**src/rtl/pe_array_ctrl.sv**
```systemverilog
// Window sequencer for pe_array: buffers one window from a valid/ready stream, then clears, replays and captures.
// Optional PE_ARRAY_CTRL_PERF_CNT_EN adds a saturating LOAD stall counter on oPerfStallCycles.
module pe_array_ctrl #(
    parameter int ARRAY_NUM   = 3,
    parameter int KERNEL_SIZE = 3,
    parameter int PE_LATENCY  = 2
) (
    input  logic                   iClk,
    input  logic                   iRstN,
    input  logic                   iStart,
    input  logic [4:0]             iCfsOutputLeftShift,
    input  logic                   iInValid,
    output logic                   oInReady,
    input  logic [8*ARRAY_NUM-1:0] iInData,
    input  logic [7:0]             iInWeight,
    output logic                   oClearAcc,
    output logic [ARRAY_NUM-2:0]   oCfsPassDataLeft,
    output logic [8*ARRAY_NUM-1:0] oData,
    output logic [7:0]             oWeight,
    output logic [4:0]             oCfsOutputLeftShift,
    input  logic [8*ARRAY_NUM-1:0] iResult,
    output logic [8*ARRAY_NUM-1:0] oResult,
    output logic                   oResultValid,
    output logic                   oBusy
`ifdef PE_ARRAY_CTRL_PERF_CNT_EN
    ,
    output logic [15:0]            oPerfStallCycles
`endif
);

    localparam int TAPS    = KERNEL_SIZE * KERNEL_SIZE;
    localparam int STEPS   = TAPS + ARRAY_NUM - 1;
    localparam int CNT_MAX = (STEPS > PE_LATENCY) ? STEPS : PE_LATENCY;
    localparam int CW      = $clog2(CNT_MAX + 1);
    localparam int IW      = $clog2(STEPS);
    localparam int WIW     = $clog2(TAPS);

    localparam logic [CW-1:0] LAST_BEAT  = CW'(STEPS - 1);
    localparam logic [CW-1:0] LAST_DRAIN = CW'(PE_LATENCY - 1);
    localparam logic [CW-1:0] TAPS_C     = CW'(TAPS);

    localparam logic [2:0] S_IDLE  = 3'd0;
    localparam logic [2:0] S_LOAD  = 3'd1;
    localparam logic [2:0] S_CLEAR = 3'd2;
    localparam logic [2:0] S_RUN   = 3'd3;
    localparam logic [2:0] S_DRAIN = 3'd4;
    localparam logic [2:0] S_DONE  = 3'd5;

    logic [2:0]             state;
    logic [2:0]             next_state;
    logic [CW-1:0]          cnt;
    logic [CW-1:0]          next_cnt;
    logic [ARRAY_NUM-2:0]   pass_next;
    int                     tap;

    logic [8*ARRAY_NUM-1:0] data_buf   [STEPS];
    logic [7:0]             weight_buf [TAPS];

    assign oInReady = (state == S_LOAD);
    assign oBusy    = (state != S_IDLE);

    // One shared counter indexes LOAD beats, RUN beats and DRAIN wait cycles.
    always_comb begin
        next_state = state;
        next_cnt   = cnt;
        case (state)
            S_IDLE: begin
                if (iStart) begin
                    next_state = S_LOAD;
                    next_cnt   = '0;
                end
            end
            S_LOAD: begin
                if (iInValid) begin
                    if (cnt == LAST_BEAT) begin
                        next_state = S_CLEAR;
                        next_cnt   = '0;
                    end else begin
                        next_cnt = cnt + 1'b1;
                    end
                end
            end
            S_CLEAR: begin
                next_state = S_RUN;
                next_cnt   = '0;
            end
            S_RUN: begin
                if (cnt == LAST_BEAT) begin
                    next_state = S_DRAIN;
                    next_cnt   = '0;
                end else begin
                    next_cnt = cnt + 1'b1;
                end
            end
            S_DRAIN: begin
                if (cnt == LAST_DRAIN) begin
                    next_state = S_DONE;
                    next_cnt   = '0;
                end else begin
                    next_cnt = cnt + 1'b1;
                end
            end
            S_DONE: begin
                next_state = S_IDLE;
                next_cnt   = '0;
            end
            default: begin
                next_state = S_IDLE;
                next_cnt   = '0;
            end
        endcase
    end

    // PE j sees tap u = s - j; it shifts left on every tap except the first of each kernel row.
    always_comb begin
        pass_next = '0;
        tap       = 0;
        for (int j = 0; j < ARRAY_NUM - 1; j++) begin
            tap = int'(next_cnt) - j;
            if (tap >= 0 && tap < TAPS && (tap % KERNEL_SIZE) != 0) begin
                pass_next[j] = 1'b1;
            end
        end
    end

    // Outputs are registered from the next-state values so beat s is on oData during RUN cycle s.
    always_ff @(posedge iClk) begin
        if (!iRstN) begin
            state               <= S_IDLE;
            cnt                 <= '0;
            oClearAcc           <= 1'b0;
            oCfsPassDataLeft    <= '0;
            oData               <= '0;
            oWeight             <= '0;
            oCfsOutputLeftShift <= '0;
            oResult             <= '0;
            oResultValid        <= 1'b0;
        end else begin
            state        <= next_state;
            cnt          <= next_cnt;
            oClearAcc    <= (next_state == S_CLEAR);
            oResultValid <= (next_state == S_DONE);
            if (next_state == S_RUN) begin
                oData            <= data_buf[next_cnt[IW-1:0]];
                oWeight          <= (next_cnt < TAPS_C) ? weight_buf[next_cnt[WIW-1:0]] : 8'd0;
                oCfsPassDataLeft <= pass_next;
            end else begin
                oData            <= '0;
                oWeight          <= '0;
                oCfsPassDataLeft <= '0;
            end
            if (next_state == S_DONE) begin
                oResult <= iResult;
            end
            if (state == S_IDLE && iStart) begin
                oCfsOutputLeftShift <= iCfsOutputLeftShift;
            end
        end
    end

    always_ff @(posedge iClk) begin
        if (state == S_LOAD && iInValid) begin
            data_buf[cnt[IW-1:0]] <= iInData;
            if (cnt < TAPS_C) begin
                weight_buf[cnt[WIW-1:0]] <= iInWeight;
            end
        end
    end

`ifdef PE_ARRAY_CTRL_PERF_CNT_EN
    logic [15:0] stall_cnt;

    always_ff @(posedge iClk) begin
        if (!iRstN) begin
            stall_cnt <= '0;
        end else if (state == S_IDLE && iStart) begin
            stall_cnt <= '0;
        end else if (state == S_LOAD && !iInValid && stall_cnt != 16'hFFFF) begin
            stall_cnt <= stall_cnt + 16'd1;
        end
    end

    assign oPerfStallCycles = stall_cnt;
`endif

endmodule

```
**config.mk**
```make
export PLATFORM = sky130hd
export DESIGN_NAME = pe_array_ctrl
export DESIGN_NICKNAME = d
export VERILOG_FILES = /design/src/rtl/pe_array_ctrl.sv
export SDC_FILE = /design/constraint.sdc
export NUM_CORES = 1
export LEC_CHECK = 0
export ABC_CLOCK_PERIOD_IN_PS = 9800
export CORE_ASPECT_RATIO = 2
export CORE_MARGIN = 2
export CORE_UTILIZATION = 60
export CTS_CLUSTER_SIZE = 8
export DETAILED_ROUTE_END_ITERATION = 8
export DONT_BUFFER_PORTS = 1
export PLACE_DENSITY = 0.75
export RECOVER_POWER = 100
export SYNTH_ARGS = -nofsm -noshare
export SYNTH_HDL_FRONTEND = slang
export SYNTH_SLANG_ARGS = --single-unit
```
**constraint.sdc**
```tcl
create_clock -name iClk -period 9.8 [get_ports iClk]
set_input_delay 1.96 -clock iClk [delete_from_list [all_inputs] [get_ports iClk]]
set_output_delay 1.96 -clock iClk [all_outputs]
set_load 0.02 [all_outputs]
```
### After elaboration in Yosys (flattened, before gate mapping)

Memory sizes are Yosys's and may differ from the RTL's. A register that Yosys moved wholly into a read port is not among the register bits.
Index checks and enable logic that the tools add are counted.

| storage, ports and cells | value |
|---|---|
| register bits | 40 |
| latch bits | 0 |
| bits in writable memories | 336 |
| bits in read-only memories | 0 |
| output and inout bits | 67 |
| memories kept | 2 |

Memories:

| memory | depth | bits a word | read ports | clocked after Yosys merged registers in | write ports | line | text |
|---|---|---|---|---|---|---|---|
| data_buf | 11 | 24 | 1 | 1 | 1 | 56 | `logic [8*ARRAY_NUM-1:0] data_buf [STEPS];` |
| weight_buf | 9 | 8 | 1 | 1 | 1 | 57 | `logic [7:0] weight_buf [TAPS];` |

| cells by class | value |
|---|---|
| add/sub/neg operators | 2 |
| $mul | 0 |
| div/mod/pow operators | 2 |
| order comparisons | 6 |
| eq/ne operators | 9 |
| shift-type cells | 0 |
| muxes and demuxes | 18 |
| bitwise logic cells | 0 |
| reductions and logical operators | 14 |

Operators by type and width:

| operator | count |
|---|---|
| 32-bit nonzero test | 2 |
| 32-bit by 3-bit remainder unit with 32-bit output (second input constant) | 1 |
| 5-bit by 3-bit remainder unit with 32-bit output (second input constant) | 1 |
| 4-bit 2-to-1 mux | 4 |
| 4-bit one-hot mux with 4 select lines | 1 |
| 3-bit 2-to-1 mux | 5 |
| 3-bit one-hot mux with 5 select lines | 1 |
| 3-bit by 2-bit equality test with 1-bit output (second input constant) | 4 |
| 4-bit less-than comparator (second input constant) | 3 |
| 1-bit 2-to-1 mux | 7 |
| 3-bit equality test (second input constant) | 2 |
| 1-bit logical AND | 6 |
| 5-bit by 1-bit >= comparator with 1-bit output (second input constant) | 1 |
| 5-bit less-than comparator (second input constant) | 1 |
| 4-bit by 1-bit subtractor with 5-bit output (second input constant) | 1 |
| 4-bit by 1-bit adder with 4-bit output (second input constant) | 1 |
| 4-bit by 1-bit equality test with 1-bit output (second input constant) | 1 |
| 4-bit equality test (second input constant) | 1 |
| 4-bit by 1-bit >= comparator with 1-bit output (second input constant) | 1 |
| 3-bit by 1-bit equality test with 1-bit output (second input constant) | 1 |
| 3-bit zero test | 1 |
| 3-bit AND reduction | 1 |
| 3-bit nonzero test | 1 |
| 1-bit zero test | 2 |
| 2-bit AND reduction | 1 |

### Logic depth before layout (Yosys ltp)

Gate-level depths: netlist (run 1).

| depth | value |
|---|---|
| depth in word-level cells | 9 |
| mapped depth | 31 |

### Worst setup path after synthesis (run 1)

No wires, ideal clock.

| path | value |
|---|---|
| path kind | in2reg |
| start | input iInValid |
| end | register oCfsPassDataLeft[1] |
| library setup time | 0.136 ns |
| arrival time | 7.355 ns |
| required time | 9.664 ns |
| slack | 2.309 ns |
| stages on the path | 28 |
| path through | or2_2 a32oi_4 o21ai_0 a21o_1 clkbuf_1 inv_2 clkbuf_1 clkbuf_1 ha_1 buf_1 nand3_1 or3_1 nand2_1 inv_2 ha_1 nor3_1 xnor2_1 ha_1 buf_1 nor3_1 xnor2_1 ha_1 nor3_1 nand2_1 a211oi_1 a31oi_1 o311ai_0 a31oi_1 |

| between the ends | value |
|---|---|
| longest elaborated chain between the ends | 7 |
| elaborated cells between the ends (all ways) | 14 |
| those cells by class | add/sub: 1; div: 1; order compare: 2; eq/ne: 1; mux: 5; reduce/logical: 4 |

Ends and longest elaborated chain:

| element | line | text |
|---|---|---|
| start: declaration | 12 | `input logic iInValid,` |
| 4-bit 2-to-1 mux | 74 | `if (iInValid) begin` |
| 4-bit one-hot mux with 4 select lines | 66 | `case (state)` |
| 4-bit by 1-bit subtractor with 5-bit output | 119 | `tap = int'(next_cnt) - j;` |
| 32-bit by 3-bit remainder unit with 32-bit output (tied with other cells) | 120 | `if (tap >= 0 && tap < TAPS && (tap % KERNEL_SIZE) != 0) begin` |
| 32-bit nonzero test / 1-bit logical AND (equally long branches) | 120 |  |
| 1-bit logical AND | 120 |  |
| 1-bit 2-to-1 mux | 120 |  |
| end signal: assignment | 146 | `oCfsPassDataLeft <= pass_next;` |
| end: declaration | 17 | `output logic [ARRAY_NUM-2:0] oCfsPassDataLeft,` |

Parallel ways exist; a longest one is shown, timed or not.
A chain may end at the register's enable or synchronous reset.

### Final worst setup path (run 1)

Ends and elaborated chain as after synthesis.

==> results of run 1 <==
==> sequential cells by signal, summed over array words and instances, names as in the netlist, 2 cells and up <==
name                 flops
cnt                      4
data_buf               264
oCfsOutputLeftShift      5
oCfsPassDataLeft         2
oData                   24
oResult                 24
oWeight                  8
state                    3
weight_buf              72
==> Yosys cell counts (3+ instances only) <==
cell type / n
inv_2: 3
a21o_1: 5
ha_1: 14
dfxtp_1: 72
a311oi_1: 33
nand3_1: 74
and2_1: 5
o21ai_1: 3
nand2b_1: 7
and3_1: 40
a21boi_0: 26
clkbuf_1: 77
a211oi_1: 60
a31oi_1: 36
buf_1: 7
nand2_1: 367
buf_2: 5
edfxtp_1: 336
mux2i_1: 9
o21ai_0: 4
nand4_1: 4
a21oi_1: 38
xnor2_1: 5
nor2_1: 36
nor2b_1: 10
inv_1: 9
nor3_1: 10
or3_1: 6
==> stage by stage <==
stage | power (mW) | hold slack (ns) | std cells | setup WS [ns]
CTS | 3.85 | 0.561 | 1722 | 2.13
global route | 3.95 | 0.588 | 1722 | 0.848
global placement | 2.13 | 0.552 | 1622 | 1.70
finish | 3.83 | 0.561 | 1722 | 1.43
floorplan | 2.08 | 0.536 | 1345 | 2.31
detailed placement | 2.13 | 0.558 | 1622 | 1.54
==> final cells by class <==
cell class / count / area, µm²
clock buffer: 100 / 1590
fill: 1859 / 8680
inverter: 13 / 48.8
multi-input combinational: 834 / 4530
sequential: 408 / 11500
tap: 348 / 435
timing repair buffer: 19 / 93.8
==> cells by family (layout without fill, tap and decap cells) <==
kind of cell | after synthesis | after routing | synth area share [%]
AND/OR/NAND/NOR | 573 | 573 | 15.2
adder cells (fa/ha/maj) | 14 | 14 | 1.07
XOR/XNOR | 5 | 5 | 0.266
multiplexers | 10 | 10 | 0.616
buffers and inverters | 103 | 132 | 2.44
AO/OA/AOI/OAI | 232 | 232 | 10.3
flip-flops | 408 | 408 | 70.1
==> report_power, final <==
part,internal [mW],total (mW),switching (mW)
Sequential,1.89,1.90,0.00677
Combinational,0.0740,0.203,0.129
Clock,1.07,1.73,0.661
Total,3.04,3.83,0.796
==> routing by layer <==
layer	track usage [%]	up-vias	wire, µm
met5	0	-	0
met4	16.8	0	2240
met3	4.52	153	2460
met2	45.0	462	19200
met1	29.2	5166	13300
li1	-	4915	-
==> worst min-delay path by stage <==
stage	startpoint	end	slack, ns	depth (start not counted)
3_5_place_dp	oResult[2]$_SDFFE_PN0P_	oResult[2]$_SDFFE_PN0P_	0.56	2
6_report	weight_buf[8][1]$_DFFE_PP_	oWeight[1]$_SDFF_PN0_	0.56	2
5_1_grt	oResult[8]$_SDFFE_PN0P_	oResult[8]$_SDFFE_PN0P_	0.59	2
4_1_cts	weight_buf[8][1]$_DFFE_PP_	oWeight[1]$_SDFF_PN0_	0.56	2
2_1_floorplan	weight_buf[8][0]$_DFFE_PP_	oWeight[0]$_SDFF_PN0_	0.54	2
3_3_place_gp	oResult[22]$_SDFFE_PN0P_	oResult[22]$_SDFFE_PN0P_	0.55	2
==> critical path, stage by stage <==
cell and delay [ns]:
or2_2 0.29, a32oi_1 0.56, o21ai_0 0.23, a21o_4 0.52, inv_2 1.05, ha_1 0.50, nand3_1 0.27, or3_1 0.39
nand2_1 0.15, inv_2 0.09, ha_1 0.30, nor3_1 0.25, xnor2_1 0.16, ha_1 0.30, nor3_1 0.37, xnor2_1 0.11
ha_1 0.27, nor3_1 0.38, nand2_1 0.10, a211oi_1 0.22, a31oi_1 0.06, o311ai_0 0.09, a31oi_1 0.12
==> metrics, run 1 <==
drt drc 0; Final Hold Vio Count 0; Post-synth EDFFs 336; Worst VDD drop 0.000172 V; die width 121 µm; Critical path origin iInValid; Post-Syn Area 0.0164 mm²; Syn Nets 1,424; total leakage power 6.24 nW; Initial Util 61.1%; CTS Sinks 408; Post-CTS Resized 0; first-pass GRT wire length 57,300 µm; Die H 238 µm; failing checks capacitance limit, slew limit; initial detailed-routing violation count 757; fin util 67.7%; Clock Skew 0.0207 ns; num ports 132; PD cells 210 mW/mm²; cell count after synthesis 1,345; library cells used by synthesis 64; layout cell share with drive strength beyond 1 6.48%; vias 10,696; clock buffer count from CTS 56; Post-DP Area 0.0167 mm²; RSZ-0062 raised after global routing no; Routed WL 37,200 µm; clock buffer depth 3; yosys warns 0; vias in the first global route 10,929; WP data arrival 8.79 ns; post-synthesis sequential area ratio 70.1%; top-area cell type share of the netlist area 61.4%; DR pass1 iterations 5; r2r setup slk 1.91 ns; synth top area cells edfxtp_1 61%, dfxtp_1 8.8%, nand2_1 8.4%; Die Area 0.0288 mm²; n_diodes 0; CTS H-tree lvls 2; Syn-to-layout area delta 10.9%; Syn Area/Cell 12.2 µm²; RR Startpoint cnt[0]$_SDFF_PN0_; initial antenna violation count 0; clock tree from TritonCTS yes; setup TNS 0 ns; PortBufs 0; final setup fails 0; Worst Path Class, Setup primary input to register; Max Cap Viol 16; Post-CTS Setup Inserts 0; Crit. End Element register; Worst-Skew Late Latency 0.57 ns; final worst path period need 8.37 ns; GRT Total Usage 26.0%; Reg2Reg Capture Point oCfsPassDataLeft[1]$_SDFF_PN0_; outcome finished, violations left; leading cell type in the layout, fill and taps excluded nand2_1; routed len/inst 21.6 µm; slew margin rel. -159%; GP Congestion 0.875; HP Class register to register; Req. time, crit path 10.22 ns; ys flop type edfxtp_1; ys async rst share 0%; grt ovf 0; Worst R2R Path Depth 23; FMAX 120 MHz; final net count 1,411; design area 0.0182 mm²; largest net degree at the start of global routing 109; most frequent cells in the layout 365 x nand2_1, 336 x edfxtp_1, 74 x nand3_1, 72 x dfxtp_1, 60 x a211oi_1; #FFs+latches synth 408; post-route ant nets 0; Rows 85; CP Max Fanout 78; Core ar. 0.0269 mm²; most area-hungry cell type in the Yosys netlist edfxtp_1; final worst path period share 85.4%; worst slew pin tran 3.88 ns; Clock transition at path regs 0.05 ns; cts-stage hold buffer count 0; CTS root buffer clkbuf_16; Pins Over Slew Limit 429; drt via density 6.21; post-DP HPWL 20,500 µm; CP Launch Type primary input; CP Capture Point oCfsPassDataLeft[1]$_SDFF_PN0_
(Power assumes the default switching activity.)
==> inputs of run 2 (changes only) <==
CORE_MARGIN = unset   (was 2)
CORE_UTILIZATION = 30   (was 60)
PLACE_DENSITY = 0.43   (was 0.75)
==> run 2 against run 1 <==
- the run still ends with capacitance limit, slew limit left
- cell count increased by 20%
- core utilization decreased by 33 points
- via count decreased by 2.5%
- wire length increased by 18%
- final area increased by 2.7%
- clock power increased by 6%
- die area increased by 94%
- highest routed layer unchanged
==> metrics, run 2 (synthesis gave the netlist of run 1 again) <==
Worst R2R Path Depth 11; worst slew pin tran 4.00 ns; setup TNS 0 ns; grt ovf 0; final setup margin 1.76 ns; routed len/inst 21.3 µm; Routed WL 44,000 µm; PD cells 210 mW/mm²; Rows 121; drt via density 5.06; Pins Over Slew Limit 381; final worst path period need 8.04 ns; final net count 1,417; Gate power share 5.2%; Worst Path Class, Setup primary input to register; HP Class register to register; Post-DP Area 0.0172 mm²; Post-CTS Resized 0; Post-CTS Setup Inserts 0; final setup fails 0; max reg flops 264; die width 168 µm; Core ar. 0.0544 mm²; cts-stage hold buffer count 0; DR pass1 iterations 4; vias 10,424; Req. time, crit path 10.22 ns; layout cell share with drive strength beyond 1 6.65%; RSZ-0062 raised after global routing no; WP data arrival 8.46 ns; Reg power frac 48.2%; leading cell type in the layout, fill and taps excluded nand2_1; Power Total 3.93 mW; Clock transition at path regs 0.05 ns; largest net degree at the start of global routing 89; num ports 132; n_diodes 0; failing checks capacitance limit, slew limit; CTS root buffer clkbuf_16; initial antenna violation count 0; Final Hold Vio Count 0; clock buffer count from CTS 57; outcome finished, violations left; vias in the first global route 10,636; Die Area 0.0558 mm²; PortBufs 0; clock tree from TritonCTS yes; switch share 21.9%; NetSw 0.859 mW; total leakage power 6.28 nW; slew margin rel. -167%; most frequent cells in the layout 365 x nand2_1, 336 x edfxtp_1, 74 x nand3_1, 72 x dfxtp_1, 60 x a211oi_1; Clock power frac 46.6%; Worst VDD drop 0.000128 V; Initial Util 30.3%; Place WS 1.86 ns; first-pass GRT wire length 66,200 µm; CTS H-tree lvls 2; Max Cap Viol 13; drt drc 0; post-DP HPWL 24,900 µm; Syn-to-layout area delta 13.9%; FMAX 124 MHz; CTS Sinks 408; fin util 34.5%; GP Congestion 0.788; CP Launch Type primary input; clock buffer depth 3; post-route ant nets 0; initial detailed-routing violation count 583; GRT Total Usage 15.8%; hold path depth 2; Worst-Skew Late Latency 0.59 ns; design area 0.0187 mm²; CP Max Fanout 79; final worst path period share 82.0%; Clock Skew 0.0223 ns; Die H 333 µm; internal power 3.07 mW; Crit. End Element register
[run 2: cell count changes in the layout (fill, tap and decap cells not counted), sizes merged]
cell,previous run,this run
clkinv,1,4
buf,6,7
clkbuf,113,118
[run 2: final timing paths]
kind / from / endpoint / slack, ns
min: oResult[12]$_SDFFE_PN0P_ / oResult[12]$_SDFFE_PN0P_ / 0.56
min reg2reg: oResult[12]$_SDFFE_PN0P_ / oResult[12]$_SDFFE_PN0P_ / 0.56
max: iInValid / oData[9]$_SDFF_PN0_ / 1.76
max reg2reg: cnt[0]$_SDFF_PN0_ / oData[9]$_SDFF_PN0_ / 2.15
[run 2: worst max-delay path, cell delays in order]
cell      delay (ns)
or2_2           0.29
a32oi_1         0.54
o21ai_0         0.16
a21o_1          0.59
inv_4           0.67
clkbuf_1        2.86
nand2_1         0.13
and3_1          0.31
a311oi_1        0.28
a31oi_1         0.10
a211oi_1        0.53
[run 2: cell type report]
cell class	count	area (µm²)
fillers	5251	35600
clock buffers	101	1630
clock inverters	3	21.3
repair buffers	24	116
flip-flops and latches	408	11500
multi-input cells	834	4530
inverters	13	52.6
well taps	676	846
[run 2: power groups by stage]
stage          Clock (mW)  Combinational (mW)  Sequential [mW]
2_1_floorplan           0               0.157             1.93
3_3_place_gp            0               0.205             1.93
3_5_place_dp            0               0.210             1.93
4_1_cts              1.88               0.210             1.89
5_1_grt              1.94               0.227             1.89
6_report             1.83               0.204             1.89
[run 2: per-stage QoR]
stage / hold slack (ns) / cells
floorplan: 0.536 / 1345
global placement: 0.548 / 1955
detailed placement: 0.556 / 1955
CTS: 0.563 / 2059
global route: 0.576 / 2059
finish: 0.559 / 2059
[run 2: routing by layer]
layer	track usage, %	part of all wire (%)
met5	0	0
met1	17.5	39
met3	2.91	4.4
met2	29.0	52
met4	7.24	4.0
